--- src/rtl/muldiv_unit.sv ---
// Iterative multiply/divide unit owning the HI/LO registers (MULT/MULTU/DIV/DIVU/MTHI/MTLO).
// Optional MULDIV_FAST_MUL_EN: single-cycle combinational multiply; divide stays iterative.
module muldiv_unit #(
  parameter int DATA_W = 32,
  parameter int CNT_W  = 6
) (
  input  logic              clk,
  input  logic              rst,
  input  logic              md_start,
  input  logic [2:0]        md_op,
  input  logic [DATA_W-1:0] md_a,
  input  logic [DATA_W-1:0] md_b,
  input  logic              md_flush,
  output logic              busy,
  output logic              done,
  output logic [DATA_W-1:0] hi,
  output logic [DATA_W-1:0] lo
);

  localparam logic [2:0] OP_MULT  = 3'd1;
  localparam logic [2:0] OP_MULTU = 3'd2;
  localparam logic [2:0] OP_DIV   = 3'd3;
  localparam logic [2:0] OP_DIVU  = 3'd4;
  localparam logic [2:0] OP_MTHI  = 3'd5;
  localparam logic [2:0] OP_MTLO  = 3'd6;

  typedef enum logic [1:0] {S_IDLE, S_MUL, S_DIV} state_t;

  state_t              state_q, state_d;
  logic [CNT_W-1:0]    cnt_q, cnt_d;
  logic [DATA_W-1:0]   a_q, a_d, b_q, b_d;
  logic [DATA_W-1:0]   hi_q, hi_d, lo_q, lo_d;
  logic [2*DATA_W-1:0] acc_q, acc_d;
  logic                neg_q, neg_d, rneg_q, rneg_d, dz_q, dz_d, done_q, done_d;

  logic                accept, op_signed, last;
  logic [DATA_W-1:0]   a_mag, b_mag, a_src, b_src;
  logic [DATA_W:0]     mul_sum, div_sh, div_diff;
  logic [2*DATA_W-1:0] mul_next, div_next;
  logic [DATA_W-1:0]   quot, rem;

  assign accept    = (state_q == S_IDLE) && md_start && !md_flush;
  assign op_signed = (md_op == OP_MULT) || (md_op == OP_DIV);
  assign a_mag     = md_a[DATA_W-1] ? -md_a : md_a;
  assign b_mag     = md_b[DATA_W-1] ? -md_b : md_b;
  assign a_src     = op_signed ? a_mag : md_a;
  assign b_src     = op_signed ? b_mag : md_b;
  assign last      = (cnt_q == CNT_W'(DATA_W - 1));

  // Multiply: acc = {partial product, unconsumed multiplier bits}, shifted right each step.
  assign mul_sum  = {1'b0, acc_q[2*DATA_W-1:DATA_W]} + (acc_q[0] ? {1'b0, a_q} : '0);
  assign mul_next = {mul_sum, acc_q[DATA_W-1:1]};

  // Divide: acc = {partial remainder, dividend bits becoming quotient bits}, shifted left.
  assign div_sh   = {acc_q[2*DATA_W-1:DATA_W], acc_q[DATA_W-1]};
  assign div_diff = div_sh - {1'b0, b_q};
  assign div_next = div_diff[DATA_W] ? {div_sh[DATA_W-1:0],   acc_q[DATA_W-2:0], 1'b0}
                                     : {div_diff[DATA_W-1:0], acc_q[DATA_W-2:0], 1'b1};
  assign quot     = div_next[DATA_W-1:0];
  assign rem      = div_next[2*DATA_W-1:DATA_W];

`ifdef MULDIV_FAST_MUL_EN
  logic [2*DATA_W-1:0] prod_s, prod_u;
  assign prod_s = $signed({{DATA_W{md_a[DATA_W-1]}}, md_a}) *
                  $signed({{DATA_W{md_b[DATA_W-1]}}, md_b});
  assign prod_u = {{DATA_W{1'b0}}, md_a} * {{DATA_W{1'b0}}, md_b};
`endif

  always_ff @(posedge clk) begin
    if (rst) state_q <= S_IDLE;
    else     state_q <= state_d;
  end

  always_comb begin
    state_d = state_q;
    case (state_q)
      S_IDLE: begin
        if (accept) begin
          case (md_op)
`ifndef MULDIV_FAST_MUL_EN
            OP_MULT, OP_MULTU: state_d = S_MUL;
`endif
            OP_DIV, OP_DIVU:   state_d = S_DIV;
            default:           state_d = S_IDLE;
          endcase
        end
      end
      S_MUL, S_DIV: if (md_flush || last) state_d = S_IDLE;
      default: state_d = S_IDLE;
    endcase
  end

  always_comb begin
    busy = (state_q != S_IDLE);
  end

  always_comb begin
    a_d    = a_q;
    b_d    = b_q;
    acc_d  = acc_q;
    neg_d  = neg_q;
    rneg_d = rneg_q;
    dz_d   = dz_q;
    hi_d   = hi_q;
    lo_d   = lo_q;
    cnt_d  = cnt_q;
    done_d = 1'b0;
    case (state_q)
      S_IDLE: begin
        if (accept) begin
          case (md_op)
            OP_MTHI: hi_d = md_a;
            OP_MTLO: lo_d = md_a;
            OP_MULT, OP_MULTU: begin
`ifdef MULDIV_FAST_MUL_EN
              {hi_d, lo_d} = op_signed ? prod_s : prod_u;
              done_d       = 1'b1;
`else
              a_d   = a_src;
              b_d   = b_src;
              acc_d = {{DATA_W{1'b0}}, b_src};
              neg_d = op_signed && (md_a[DATA_W-1] ^ md_b[DATA_W-1]);
              cnt_d = '0;
`endif
            end
            OP_DIV, OP_DIVU: begin
              // a_q keeps the raw dividend: only needed for the divide-by-zero result.
              a_d    = md_a;
              b_d    = b_src;
              acc_d  = {{DATA_W{1'b0}}, a_src};
              neg_d  = op_signed && (md_a[DATA_W-1] ^ md_b[DATA_W-1]);
              rneg_d = op_signed && md_a[DATA_W-1];
              dz_d   = (md_b == '0);
              cnt_d  = '0;
            end
            default: ;
          endcase
        end
      end
      S_MUL: begin
        if (md_flush) begin
          cnt_d = '0;
        end else begin
          acc_d = mul_next;
          cnt_d = cnt_q + CNT_W'(1);
          if (last) begin
            {hi_d, lo_d} = neg_q ? -mul_next : mul_next;
            done_d       = 1'b1;
          end
        end
      end
      S_DIV: begin
        if (md_flush) begin
          cnt_d = '0;
        end else begin
          acc_d = div_next;
          cnt_d = cnt_q + CNT_W'(1);
          if (last) begin
            done_d = 1'b1;
            if (dz_q) begin
              lo_d = '1;
              hi_d = a_q;
            end else begin
              lo_d = neg_q  ? -quot : quot;
              hi_d = rneg_q ? -rem  : rem;
            end
          end
        end
      end
      default: ;
    endcase
  end

  always_ff @(posedge clk) begin
    if (rst) begin
      cnt_q  <= '0;
      a_q    <= '0;
      b_q    <= '0;
      acc_q  <= '0;
      neg_q  <= 1'b0;
      rneg_q <= 1'b0;
      dz_q   <= 1'b0;
      hi_q   <= '0;
      lo_q   <= '0;
      done_q <= 1'b0;
    end else begin
      cnt_q  <= cnt_d;
      a_q    <= a_d;
      b_q    <= b_d;
      acc_q  <= acc_d;
      neg_q  <= neg_d;
      rneg_q <= rneg_d;
      dz_q   <= dz_d;
      hi_q   <= hi_d;
      lo_q   <= lo_d;
      done_q <= done_d;
    end
  end

  assign done = done_q;
  assign hi   = hi_q;
  assign lo   = lo_q;

endmodule

--- config.mk ---
export PLATFORM = sky130hd
export DESIGN_NAME = muldiv_unit
export DESIGN_NICKNAME = d
export VERILOG_FILES = /design/src/rtl/muldiv_unit.sv
export SDC_FILE = /design/constraint.sdc
export NUM_CORES = 1
export LEC_CHECK = 0
export CELL_PAD_IN_SITES_DETAIL_PLACEMENT = 1
export CELL_PAD_IN_SITES_GLOBAL_PLACEMENT = 2
export CORE_MARGIN = 2
export CORE_UTILIZATION = 41
export DETAILED_ROUTE_END_ITERATION = 6
export DONT_BUFFER_PORTS = 1
export PLACE_DENSITY_LB_ADDON = 0.2
export SYNTH_ARGS = -nofsm -noshare
export SYNTH_HDL_FRONTEND = slang
export SYNTH_SLANG_ARGS = --single-unit
--- constraint.sdc ---
create_clock -name clk -period 12.5 [get_ports clk]
set_input_delay 2.5 -clock clk [delete_from_list [all_inputs] [get_ports clk]]
set_output_delay 2.5 -clock clk [all_outputs]
set_load 0.1 [all_outputs]
==> impl.org, run 1 <==
** Synth
- Total nets after synthesis :: 2864
- In the synthesized netlist the dominant register cell turns out to be sky130_fd_sc_hd__dfxtp_1.
- Async S/R FF share, synth :: 0%
- Area of the mapped netlist :: 0.0192 mm²
- Counting flops with a built-in enable in the synthesized netlist gives 0.
- Register area share after synthesis :: 21.3%
- In this run, synthesis produced a sequential element count of 204.
- For this run, the number of Yosys warnings is 0.
- Post-Syn Area per Cell :: 7.06 µm²
- Counting distinct cell types in the post-synthesis netlist gives 93.
- Synthesized instance count :: 2718

** STA
- Final-layout setup total negative slack :: 0 ns
- Final count of negative-setup-slack endpoints :: 0
- Total count of hold-check failures in the final report :: 0
- Across the routed clock network, the largest skew measured is 0.0276 ns.
- Derived from the worst setup path, the maximum achievable clock frequency is 167 MHz.
- At the pin with the least slew margin, the transition time is 1.30 ns.
- Final Slew Violations :: 0
- Final critical-path required period :: 5.98 ns
- Setup repair after global routing left no endpoint under its margin.
- Fin crit share :: 47.9%
- Headroom to the max-slew limit came out at 12.9%.

** Drt
- Mean number of vias per cell :: 6.69
- For this run, the detailed router's first-pass iteration total came to 7.
- Routed via count :: 21300
- Antenna-violating nets left :: 0
- Drc violations :: 1
- Final routed wire length divided by cell count :: 28.7 µm
- Initial drt markers :: 1974
- Routed wire length :: 91200 µm

** Setup path
- STA puts the critical path data required time at 12.93 ns.
- Cell Chain, Critical Path :: inv_1, ha_1, fa_1, nand2b_1, a21oi_1, o2111ai_1, a21oi_2, o211a_1, buf_4, inv_2, buf_4, or4_4, a2111oi_4, nand2_1, o21ai_1, xnor2_1, a21oi_1, a2111oi_0
- Counting both buffers and inverters, the worst setup path holds a total of 4.
- At the worst endpoint, the arrival time is 6.41 ns.
- Crit Path Max Fanout :: 56
- CP Capture Type :: register
- WS Path Type :: reg -> reg
- Broken down by cell family, the worst path's largest delay share belongs to compound AO/OA/AOI/OAI gates.
- For this design, the slowest cell found on the critical path is sky130_fd_sc_hd__a2111oi_4.
- The worst setup path is launched from a register.
- The largest single stage delay on the critical path is 0.68 ns.

** Pwr
- Worst IR Drop VDD :: 0.119 mV
- Sw Ratio :: 39.2%
- Clock power frac :: 36.8%
- Leakage dissipation :: 7.42 nW
- Switching component of the power :: 0.881 mW
- Dividing total power by cell area gives a power density of 111 mW/mm².
- Share of power burned in registers :: 35.6%
- The share of total power dissipated in combinational logic is 27.6%.
- Internal power comes to 1.37 mW.

** Layout
- The layout has 5849 filler cells.
- Final net count :: 2702
- Non-Filler Instances :: 3182
- The top cell types in the final layout, fill and taps aside, are 337 x sky130_fd_sc_hd__nor2_1, 261 x sky130_fd_sc_hd__nand2_1, 211 x sky130_fd_sc_hd__a21oi_1.
- Most common cell after layout, fill and taps aside :: sky130_fd_sc_hd__nor2_1
- Relative area change from synthesis to final layout :: 5.63%
- Antenna diode instance count :: 0
- Ratio of cells with drive above 1 in the final layout :: 5.32%

** Die
- The die covers 0.0485 mm².
- Std-Cell Rows :: 79
- Die Wd :: 220 µm
- Measured along the y axis, the die boundary spans 220 µm.
- Top-level port count :: 137
- Core ar. :: 0.0464 mm²
- Initial core utilization :: 41.4%

** GRT
- Global-route wire length before repair :: 134000 µm
- Global routing consumed, over all layers together, 36.5% of the routing resources.
- Total grt overflow :: 0
- Vias in the first global route :: 20600
- Pin count of the biggest net entering global routing :: 204
- Initial antenna violation count :: 1

** CTS
- Longest Clk Path Bufs :: 3
- Counting the buffers created by CTS gives 27.
- In this run, post-CTS repair resized a total of 0 instances.
- TritonCTS sink count :: 204
- In this run the number of H-tree levels came out at 1.
- Number of setup buffers added after CTS :: 0
- Number of buffers added to fix hold violations after cts :: 0
- For the worst-skew pair, the clock arrives at the later sink with an insertion delay of 0.58 ns.
- The tree is rooted in a sky130_fd_sc_hd__clkbuf_16.
- Clock tree from TritonCTS :: done
- After clock tree synthesis, the clock-pin slew on the worst setup and hold paths is 0.07 ns.

** Placement
- Sum of net half-perimeters after detailed placement :: 70000 µm
- GP Congestion :: 0.985
- Once placement completed, the tool counted placed cells totaling 3134.
- Count of input and output buffers :: 0

** Hold path
- Min-Delay Path Class :: reg -> reg

** Outcome
- The run finished, with violations left.
- The checks that failed: design-rule violations.

** Flow run
- The tool flagged a number of max-cap violations equal to 0.
[routing by layer]
| metal | global-route usage (%) | share of wire [%] | vias to the layer above |
|---|---|---|---|
| met2 | 58.2 | 45 | 845 |
| met3 | 5.20 | 7.2 | 210 |
| li1 | - | - | 9650 |
| met5 | 0 | 0.022 | - |
| met1 | 47.7 | 42 | 10600 |
| met4 | 19.5 | 6.0 | 2 |
[metrics by stage]
| stage | setup slack, ns | hold WS (ns) | total power, mW | utilization (%) | cell area (µm²) |
|---|---|---|---|---|---|
| 2_1_floorplan | 7.10 | 0.436 | 1.22 | - | 19200 |
| 3_3_place_gp | 6.79 | 0.456 | 1.40 | 41.7 | 19400 |
| 3_5_place_dp | 6.67 | 0.462 | 1.41 | 41.7 | 19400 |
| 4_1_cts | 6.69 | 0.476 | 2.24 | 43.7 | 20300 |
| 5_1_grt | 6.26 | 0.516 | 2.33 | 43.7 | 20300 |
| 6_report | 6.52 | 0.484 | 2.25 | 43.7 | 20300 |
[flip-flops by register name, summed over array words and instances, names as in the netlist]
| register | flops |
|---|---|
| state_q | 2 |
| done | 1 |
| a_q | 32 |
| dz_q | 1 |
| acc_q | 64 |
| hi | 32 |
| rneg_q | 1 |
| lo | 32 |
| b_q | 32 |
| cnt_q | 6 |
| neg_q | 1 |
[synth_stat cells (58+ instances only)]
| library cell | instances | share of area (%) |
|---|---|---|
| sky130_fd_sc_hd__o21ai_0 | 166 | 4.3 |
| sky130_fd_sc_hd__ha_1 | 73 | 4.8 |
| sky130_fd_sc_hd__a211oi_1 | 97 | 3.8 |
| sky130_fd_sc_hd__inv_1 | 72 | 1.4 |
| sky130_fd_sc_hd__nor2_1 | 338 | 6.6 |
| sky130_fd_sc_hd__clkbuf_1 | 181 | 3.5 |
| sky130_fd_sc_hd__a21oi_1 | 212 | 5.5 |
| sky130_fd_sc_hd__nor3_1 | 88 | 2.3 |
| sky130_fd_sc_hd__xnor2_1 | 146 | 6.7 |
| sky130_fd_sc_hd__a221oi_1 | 58 | 2.6 |
| sky130_fd_sc_hd__dfxtp_1 | 204 | 21 |
| sky130_fd_sc_hd__xor2_1 | 75 | 3.4 |
| sky130_fd_sc_hd__nand2_1 | 261 | 5.1 |
[logic make-up after synthesis]
group                      count (synthesis)  synth area share, %
adders and majority gates                 75                 4.97
buffers and inverters                    291                 5.94
and+or+nand+nor                         1016                 25.1
AOI/OAI and AO/OA                        893                 31.7
xor gates and xnor gates                 221                 10.1
muxes                                     18                0.985
DFF                                      204                 21.3
[worst paths after layout]
path              from  endpoint  slack (ns)  depth (start not counted)
min             b_q[0]    b_q[0]        0.48                          2
max reg2reg  acc_q[31]    hi[15]        6.52                         18
max          acc_q[31]    hi[15]        6.52                         18
min reg2reg     b_q[0]    b_q[0]        0.48                          2
[power groups by stage]
stage | clock network, mW | registers (mW) | logic (mW)
floorplan | 0 | 0.773 | 0.446
global placement | 0 | 0.811 | 0.593
detailed placement | 0 | 0.812 | 0.601
CTS | 0.834 | 0.798 | 0.605
global route | 0.861 | 0.803 | 0.663
finish | 0.828 | 0.800 | 0.621
[area by class of cell]
cell class | instances | area (µm²) | area share [%]
flip-flops and latches | 204 | 4090 | 20.2
multi-input cells | 2223 | 14000 | 69.2
well taps | 607 | 759 | 3.75
clock inverters | 18 | 221 | 1.09
clock buffers | 30 | 697 | 3.44
repair buffers | 26 | 195 | 0.963
inverters | 74 | 278 | 1.37
[worst min-delay path, cell delays in order (launching register included)]
cell and delay (ns):
sky130_fd_sc_hd__dfxtp_1 0.32, sky130_fd_sc_hd__nand2_1 0.06, sky130_fd_sc_hd__a21oi_1 0.05
Note: power is estimated with default switching activity, not from simulation.
==> run 2, diff against run 1 <==
--- a/config.mk
+++ b/config.mk
@@ -8,7 +8,7 @@
 export CELL_PAD_IN_SITES_DETAIL_PLACEMENT = 1
 export CELL_PAD_IN_SITES_GLOBAL_PLACEMENT = 2
 export CORE_MARGIN = 2
-export CORE_UTILIZATION = 41
+export CORE_UTILIZATION = 34
 export DETAILED_ROUTE_END_ITERATION = 6
 export DONT_BUFFER_PORTS = 1
 export PLACE_DENSITY_LB_ADDON = 0.2
==> constraint.sdc (replaced) <==
create_clock -name clk -period 5.4 [get_ports clk]
set_input_delay 1.08 -clock clk [delete_from_list [all_inputs] [get_ports clk]]
set_output_delay 1.08 -clock clk [all_outputs]
set_load 0.1 [all_outputs]
==> run 2 against run 1 <==
The run now ends clean; largest power group unchanged; critical endpoint is now hi[22]; non-clock buffer count is 31 higher; highest routed layer is now met4; sequential share of layout area fell by 0.44 points; first-iteration DRC count decreased by 5.9%; register-to-register slack worse by 6.2 ns; cell area grew 2.2%; fmax increased by 18%; core utilization is 6.8 points lower; global-route usage fell by 4.4 points; sequential power is 130% higher; combinational power increased by 140%; clock power rose by 140%.
==> impl.org, run 2 (synthesis gave the netlist of run 1 again) <==
** Outcome
- Run status :: finished, final reports clean

** Die
- In this run the vertical extent of the chip is 242 µm.
- Die Wd :: 242 µm
- Std-Cell Rows :: 87
- For this configuration, the core starts out at a cell density of 34.2%.
- The core region is 0.0561 mm².
- Top-level port count :: 137
- Die footprint :: 0.0584 mm²

** Setup path
- The worst setup path is launched from a register.
- Crit Path Max Fanout :: 5
- Counting both buffers and inverters, the worst setup path holds a total of 1.
- CP Capture Type :: register
- Traced cell by cell, the critical path runs through inv_1, nor2_1, ha_1, a211oi_1, o21bai_2, xnor2_1, or4_1, nand2b_1, or4_1, nand4b_1, nor2_1, mux2i_1, o21ai_0, or4_1, a32o_1.
- The slowest stage of the critical path is the sky130_fd_sc_hd__or4_1 cell.
- At the worst endpoint, the required time is 5.88 ns.
- The critical path is of the reg -> reg type.
- At the worst endpoint, the arrival time is 5.53 ns.
- Largest incremental delay on the critical path :: 0.57 ns
- Broken down by cell family, the worst path's largest delay share belongs to simple AND/OR/NAND/NOR gates.
- In this design, the critical path's most frequently occurring cell is sky130_fd_sc_hd__or4_1.

** Flow run
- Across the run, the number of max-cap violations was 0.

** CTS
- No sink is reached through more buffers than the 3 on the longest clock path.
- TritonCTS sink count :: 204
- Clock buffers created by TritonCTS :: 27
- Once the clock tree was built, the setup fixing pass inserted 0 buffers.
- TritonCTS built the clock tree.
- Post-CTS Resized :: 0
- Clock latency reported for the late side of the worst-skew pair :: 0.61 ns
- Clock slew at the register clock pins of the worst setup and hold paths :: 0.07 ns
- Buffer type at the clock tree root :: sky130_fd_sc_hd__clkbuf_16
- Buffers inserted to repair hold after CTS numbered 0.
- In this run the number of H-tree levels came out at 1.

** Drt
- For this block, the initial DRC count from the detailed router was 1858.
- Number of search-and-repair iterations in the first detailed-routing pass :: 5
- Routed via count :: 21200
- Antenna-violating nets left :: 0
- In the routed design, unresolved DRC markers number 0.
- Dividing the detail-routed wire length by the instance count gives 28.8 µm.
- Mean number of vias per cell :: 6.31
- Routed wire length :: 96900 µm

** GRT
- The initial antenna violation count is 1.
- The first global-routing pass estimated 143000 µm of wire.
- Total grt overflow :: 0
- Global routing used 32.1% of the available tracks across all layers.
- Vias in the first global route :: 21100
- Entering global routing, the biggest net connects 204 pins.

** Placement
- Count of input and output buffers :: 0
- Sum of net half-perimeters after detailed placement :: 75200 µm
- GP Congestion :: 0.980
- Counting tap cells, the placed design contains a total of 3314 instances.

** Layout
- Final net count :: 2733
- The repair_antennas step left the layout with diodes totalling 0.
- From synthesis to final layout, the design area changed by 7.99%.
- The library cells used most frequently in the layout, excluding fill and tap cells, are 337 x sky130_fd_sc_hd__nor2_1, 261 x sky130_fd_sc_hd__nand2_1, 211 x sky130_fd_sc_hd__a21oi_1.
- Flip-flop count of the largest register, all copies and words added :: 64
- Reg with most FFs :: acc_q
- Non-Filler Instances :: 3363
- Cells with a size suffix above 1 make up 6.41% of the layout.
- Leaving out fill and tap cells, the most frequent cell in the layout is sky130_fd_sc_hd__nor2_1.

** STA
- Clock skew on the completed layout was measured at 0.0303 ns.
- Subtracting the final worst setup slack from the clock period gives 5.05 ns.
- Worst Hold Margin :: 0.480 ns
- In the final timing run, aggregate negative setup slack is 0 ns.
- The worst pin sits at a relative slew slack of 10.2%.
- For the pin with the worst max-slew slack, the measured transition is 1.34 ns.
- The final-report max-slew violation count came to 0.
- Setup violations remaining at the end of the flow were counted as 0.
- Setup repair after global routing left no endpoint under its margin.
- The hold violation count in the final report is 0.
- Of the available clock period, the critical path in the final layout requires 93.5%.
- Static timing analysis puts the maximum clock frequency at 198 MHz.

** Pwr
- Final total power :: 5.33 mW
- Worst IR Drop VDD :: 0.259 mV
- Pwr Density :: 257 mW/mm²
- Leakage dissipation :: 7.59 nW

** Hold path
- Min-Delay Path Class :: reg -> reg
[run 2: worst reg2reg max path: stages (launching register included)]
cell and delay (ns):
sky130_fd_sc_hd__dfxtp_1 0.38, sky130_fd_sc_hd__inv_1 0.14, sky130_fd_sc_hd__nor2_1 0.21, sky130_fd_sc_hd__ha_1 0.27
sky130_fd_sc_hd__a211oi_1 0.44, sky130_fd_sc_hd__o21bai_2 0.25, sky130_fd_sc_hd__xnor2_1 0.24, sky130_fd_sc_hd__or4_1 0.57
sky130_fd_sc_hd__nand2b_1 0.23, sky130_fd_sc_hd__or4_1 0.55, sky130_fd_sc_hd__nand4b_1 0.39, sky130_fd_sc_hd__nor2_1 0.24
sky130_fd_sc_hd__mux2i_1 0.20, sky130_fd_sc_hd__o21ai_0 0.11, sky130_fd_sc_hd__or4_1 0.50, sky130_fd_sc_hd__a32o_1 0.22
[run 2: where the power goes]
group / switching, mW / total [mW] / leakage [nW] / internal, mW
registers: 0.254 / 1.83 / 1.66 / 1.58
logic: 1.02 / 1.49 / 5.47 / 0.475
clock network: 0.830 / 2.00 / 0.457 / 1.17
total: 2.10 / 5.33 / 7.59 / 3.22
[run 2: layout make-up]
class,count,area (µm²)
Fill cell,6926,35300
Multi-Input combinational cell,2223,14000
Sequential cell,204,4090
Tap cell,756,946
Clock buffer,35,746
Timing Repair Buffer,57,428
Inverter,74,278
Clock inverter,14,196
[run 2: worst paths after layout]
kind | startpoint | depth (start not counted) | slack, ns | end
hold reg to reg | dz_q | 2 | 0.48 | dz_q
setup / recovery | acc_q[0] | 15 | 0.35 | hi[22]
hold / removal | dz_q | 2 | 0.48 | dz_q
setup reg to reg | acc_q[0] | 15 | 0.35 | hi[22]
[run 2: per-layer routing]
layer  GRT usage (%)  vias up  wire length (µm)
met4            16.8        0              5980
met1            40.8    10600             41000
li1                -     9695                 -
met3            4.69      216              5670
met2            52.6      720             44200
met5               0        -                 0
[run 2: metrics by stage]
step                      util [%]  area, µm²  setup WS (ns)
after floorplan                  -      19200          0.893
after global placement        35.3      19800          0.597
after detailed placement      35.3      19800          0.489
after CTS                     37.0      20700          0.454
after global routing          37.0      20700         0.0849
final                         37.0      20700          0.349
